## config.mk

```make
export PLATFORM = sky130hd
export DESIGN_NAME = instr_fetch_unit
export DESIGN_NICKNAME = d
export VERILOG_FILES = /design/src/rtl/instr_fetch_unit_pkg.sv /design/src/rtl/instr_fetch_unit_skid_buf.sv /design/src/rtl/instr_fetch_unit.sv
export SDC_FILE = /design/constraint.sdc
export NUM_CORES = 1
export LEC_CHECK = 0
export CORE_ASPECT_RATIO = 1.4
export CORE_UTILIZATION = 50
export CTS_CLUSTER_DIAMETER = 120
export DETAILED_ROUTE_END_ITERATION = 12
export PLACE_DENSITY_LB_ADDON = 0.15
export SLEW_MARGIN = 10
export SYNTH_ARGS = -nofsm -noshare
export SYNTH_HDL_FRONTEND = slang
export SYNTH_SLANG_ARGS = --single-unit
```

## constraint.sdc

```tcl
create_clock -name clk -period 2.05 [get_ports clk]
set_input_delay 0.205 -clock clk [delete_from_list [all_inputs] [get_ports clk]]
set_output_delay 0.205 -clock clk [all_outputs]
set_load 0.01 [all_outputs]
```

## src/rtl/instr_fetch_unit_pkg.sv

```systemverilog
// Shared defaults and state encoding for the instruction fetch unit.
// Imported by the fetch top and its skid buffer.
package instr_fetch_unit_pkg;

  localparam int IFU_ADDR_W   = 7;
  localparam int IFU_DATA_W   = 16;
  localparam int IFU_RESET_PC = 0;

  // Cycles between a RAM read request and its data appearing on dout.
  localparam int RAM_RD_LATENCY = 1;

  typedef enum logic {
    IDLE = 1'b0,
    RUN  = 1'b1
  } fetch_state_t;

endpackage

```

## src/rtl/instr_fetch_unit_skid_buf.sv

```systemverilog
// One-entry data+pc holding buffer for a RAM word that returns while the
// output register is occupied and not being consumed.
module fetch_skid_buf
  import instr_fetch_unit_pkg::*;
#(
  parameter int ADDR_W = IFU_ADDR_W,
  parameter int DATA_W = IFU_DATA_W
) (
  input  logic              clk,
  input  logic              rst,
  input  logic              flush,
  input  logic              load,
  input  logic [DATA_W-1:0] din,
  input  logic [ADDR_W-1:0] din_pc,
  input  logic              pop,
  output logic              full,
  output logic [DATA_W-1:0] dout,
  output logic [ADDR_W-1:0] dout_pc
);

  // A load in the same cycle as a pop replaces the entry, so it stays full.
  always_ff @(posedge clk or posedge rst) begin
    if (rst) begin
      full    <= 1'b0;
      dout    <= '0;
      dout_pc <= '0;
    end else if (flush) begin
      full <= 1'b0;
    end else if (load) begin
      full    <= 1'b1;
      dout    <= din;
      dout_pc <= din_pc;
    end else if (pop) begin
      full <= 1'b0;
    end
  end

endmodule

```

## src/rtl/instr_fetch_unit.sv

```systemverilog
// Program counter and fetch stage in front of the 16x128 program RAM.
// Delivers one instruction per cycle to decode, with branch redirect and flush.
module instr_fetch_unit
  import instr_fetch_unit_pkg::*;
#(
  parameter int                ADDR_W   = IFU_ADDR_W,
  parameter int                DATA_W   = IFU_DATA_W,
  parameter logic [ADDR_W-1:0] RESET_PC = ADDR_W'(IFU_RESET_PC)
) (
  input  logic              clk,
  input  logic              rst,
  input  logic              run,
  input  logic              branch_valid,
  input  logic [ADDR_W-1:0] branch_target,
  output logic              mem_read_en,
  output logic [ADDR_W-1:0] mem_addr,
  input  logic [DATA_W-1:0] mem_dout,
  output logic              instr_valid,
  input  logic              instr_ready,
  output logic [DATA_W-1:0] instr,
  output logic [ADDR_W-1:0] instr_pc
);

  // Handshake: a word transfers in any cycle where instr_valid && instr_ready;
  // while instr_valid && !instr_ready, instr and instr_pc are held unchanged.

  fetch_state_t                state;
  logic [ADDR_W-1:0]           pc;
  logic [ADDR_W-1:0]           inflight_pc;
  logic [RAM_RD_LATENCY-1:0]   inflight;

  logic                        skid_full;
  logic [DATA_W-1:0]           skid_data;
  logic [ADDR_W-1:0]           skid_pc;

  logic issue, consume, out_free, capture, capture_to_out, skid_load, skid_pop;

  assign consume  = instr_valid && instr_ready;
  assign out_free = !instr_valid || consume;
  assign issue    = (state == RUN) && run && !branch_valid
                    && !(instr_valid && !instr_ready) && !skid_full;

  // The returning word is dropped outright when a branch lands on it.
  assign capture        = inflight[0] && !branch_valid;
  assign capture_to_out = capture && out_free && !skid_full;
  assign skid_load      = capture && !capture_to_out;
  assign skid_pop       = out_free && skid_full && !branch_valid;

  assign mem_read_en = issue;
  assign mem_addr    = pc;

  always_ff @(posedge clk or posedge rst) begin
    if (rst) begin
      state       <= IDLE;
      pc          <= RESET_PC;
      inflight    <= '0;
      inflight_pc <= '0;
      instr_valid <= 1'b0;
      instr       <= '0;
      instr_pc    <= '0;
    end else begin
      case (state)
        IDLE: if (run) state <= RUN;
        RUN:  if (!run && !inflight[0] && !skid_full) state <= IDLE;
        default: state <= IDLE;
      endcase

      if (branch_valid) begin
        pc          <= branch_target;
        inflight    <= '0;
        instr_valid <= 1'b0;
      end else begin
        inflight <= issue;
        if (issue) begin
          pc          <= pc + ADDR_W'(1);
          inflight_pc <= pc;
        end
        if (skid_pop) begin
          instr       <= skid_data;
          instr_pc    <= skid_pc;
          instr_valid <= 1'b1;
        end else if (capture_to_out) begin
          instr       <= mem_dout;
          instr_pc    <= inflight_pc;
          instr_valid <= 1'b1;
        end else if (consume) begin
          instr_valid <= 1'b0;
        end
      end
    end
  end

  fetch_skid_buf #(
    .ADDR_W (ADDR_W),
    .DATA_W (DATA_W)
  ) u_skid (
    .clk     (clk),
    .rst     (rst),
    .flush   (branch_valid),
    .load    (skid_load),
    .din     (mem_dout),
    .din_pc  (inflight_pc),
    .pop     (skid_pop),
    .full    (skid_full),
    .dout    (skid_data),
    .dout_pc (skid_pc)
  );

endmodule
```

==> out/qor.yml <==
timing:
  timing.setup.tns_ns: 0
  min_period_over_period_pct: 96.9
  final_max_slew_viol_count: 0
  hold_viol_final: 0
  skew_ns: 0.00808
  setup_viol: 0
  setup_slack_ns: 0.0626
  tightestPinTransition_ns: 0.455
  rsz0062_at_grt: "false"
  max_freq_mhz: 503
  fin_crit_ns: 1.99
  slew_headroom_pct: 69.4
finish:
  nFillCells: 407
  post_route_cells_drive_above_1_share_pct: 19.0
  fin_nets: 318
  area_growth_pct: 32.0
  layout_common_cells: "64 x dfrtp_1, 59 x clkdlybuf4s50_1, 32 x nand2_1"
  layout_commonest_cell: "dfrtp_1"
  diodes: 0
  final_cells: 360
routing:
  drt_iter0_markers: 76
  drt_wl_total_um: 5170
  vias: 1932
  ant_nets: 0
  first_pass_iters: 4
  route.detailed.drc: 0
  drt-vias-per-instance: 5.37
  wl_per_cell_um: 14.4
grt:
  overflow: 0
  grt_pass1_wl_um: 8440
  grt_pass1_vias: 1773
  grt_usage_pct: 20.1
  grt_start_max_net_pins: 65
  antenna_found_initial: 0
critical_path:
  crit_chain: "nor4_1 -> clkdlybuf4s50_1"
  required_ns: 1.85
  r2r_cells: 5
  max_stage_delay_ns: 0.58
  start_kind: "flip-flop"
  crit_path_end_kind: "output port"
  crit_arrival_ns: 1.78
  setup.worst_path.class: "flip-flop to output port"
  r2r_start: "u_skid.full"
  startpoint: "u_skid.full"
  path_buf_inv: 1
  crit_family: "buffers and inverters"
  crit_path_max_fanout: 12
  crit_path_top_delay_cell: "clkdlybuf4s50_1"
  regToRegEndpoint: "instr[5]"
  reg2reg_slack_ns: 0.38
logic_synthesis:
  synth_top_area_share_pct: 59.5
  synthCells: 228
  ys_seq_area_share_pct: 59.5
  avgSynthCellArea_um2: 11.8
  synth_area_leaders: "dfrtp_1 60%, mux2_2 13%, o22ai_1 5.3%"
  synth_top_cell_by_area: "dfrtp_1"
  synth_nets: 257
  yosys_warnings: 0
  synth_cell_type_count: 29
  netlist_area_um2: 2690
  synth_seq_cells: 64
place:
  hpwl_um: 3380
  dp_cells: 344
  place.gp.congestion: 0.717
  port_buffers: 59
  dp_slack_ns: 0.160
outcome:
  status: "finished, final reports clean"
power_and_ir_drop:
  powerDensity_nw_per_um2: 936
  vdd_ir_drop_max_v: 0.000506
  power.leakage_nw: 1.57
clock_tree:
  cts_buffers: 9
  cts_tree: "built"
  cts-root-buf: "clkbuf_8"
  clock_path_buffers: 2
  clock_latency_ns: 0.33
  clock_sinks: 64
  path_clk_slew_ns: 0.07
  htreeDepth: 3
  holdBufCountCts: 0
  postCtsSetupBuffers: 0
  cts_resized: 0
floorplan:
  io_pins: 60
  num_rows: 31
  core-area_um2: 5160
  start_util_pct: 52.2
  die_x_um: 64.0
  die_h_um: 88.8
  die_area_um2: 5680
hold_path:
  hp-class: "input port to async pin"
run:
  cap_violations: 0
## final cells by class
| cell class | instances | area, µm² | area share [%] |
|---|---|---|---|
| Multi-Input combinational cell | 147 | 998 | 28.1 |
| Clock inverter | 3 | 40.0 | 1.13 |
| Clock buffer | 13 | 159 | 4.47 |
| Tap cell | 66 | 82.6 | 2.32 |
| Timing Repair Buffer | 66 | 668 | 18.8 |
| Sequential cell | 64 | 1600 | 45.1 |
| Inverter | 1 | 3.75 | 0.106 |
## power by group
group | internal, mW | switching, mW
combinational | 0.400 | 0.259
sequential | 1.47 | 0.129
clock | 0.625 | 0.447
## registers in the layout, indices dropped and copies added, names as in the netlist
signal,flops
inflight_pc,7
mem_addr,7
state,1
instr_pc,7
u_skid.dout,16
inflight,1
u_skid.dout_pc,7
u_skid.full,1
instr_valid,1
instr,16
## how the worst max path moves through the flow
stage / slack (ns) / depth (start not counted) / endpoint
after floorplan: 0.25 / 1 / inflight
after global placement: 0.17 / 4 / mem_read_en
after detailed placement: 0.16 / 5 / inflight_pc[5]
after CTS: 0.05 / 2 / mem_read_en
after global routing: 0.004 / 2 / mem_read_en
final: 0.06 / 2 / mem_read_en
## per-stage QoR
stage	instance area [µm²]	hold slack (ns)	utilization (%)	power [mW]
floorplan	2690	0.313	-	1.89
global route	3550	0.296	68.9	3.51
global placement	3350	0.461	65.0	2.27
detailed placement	3350	0.469	65.0	2.29
finish	3550	0.260	68.9	3.33
CTS	3550	0.267	68.9	3.36
## cell usage after synthesis
cell and instances:
mux2_2 30, clkbuf_1 6, nor2b_1 1, nand3_1 2, nand4_1 2, nor4b_1 1, dfrtp_1 64, nor2_1 1
buf_2 4, o21ai_2 1, o22ai_1 23, buf_6 1, o21ai_0 28, ha_1 1, xnor2_1 6, o21ai_1 4
or3_1 1, buf_4 4, nor2_4 1, a21oi_1 1, nor3_1 2, nand2b_1 3, nor2b_4 1, nor4_1 4
buf_1 1, inv_1 1, mux2i_1 1, nand2_1 32, nor4_4 1
## worst register-to-register path: cells and delay by family (launching register included)
family / cells / cell delay (ns)
flip-flops: 1 / 0.63
AND/OR/NAND/NOR: 3 / 0.55
AO/OA/AOI/OAI: 1 / 0.09
buffers and inverters: 1 / 0.26
## kinds of logic (layout without fill, tap and decap cells)
logic type | count (synthesis) | in the layout | share of synthesized area, %
simple gates | 52 | 52 | 9.95
flops | 64 | 64 | 59.5
fa+ha+maj | 1 | 1 | 0.465
xor+xnor | 6 | 6 | 1.95
mux | 31 | 31 | 12.9
buf+inv | 17 | 83 | 3.39
compound gates | 57 | 57 | 11.8
## per-layer routing
layer	vias up	track usage (%)	routed length (µm)
met5	-	0	0
met4	0	7.44	83
met3	8	6.96	238
met2	50	31.4	2500
met1	940	25.9	2350
li1	934	-	-
No activity file was read; power rests on OpenSTA's default activity.
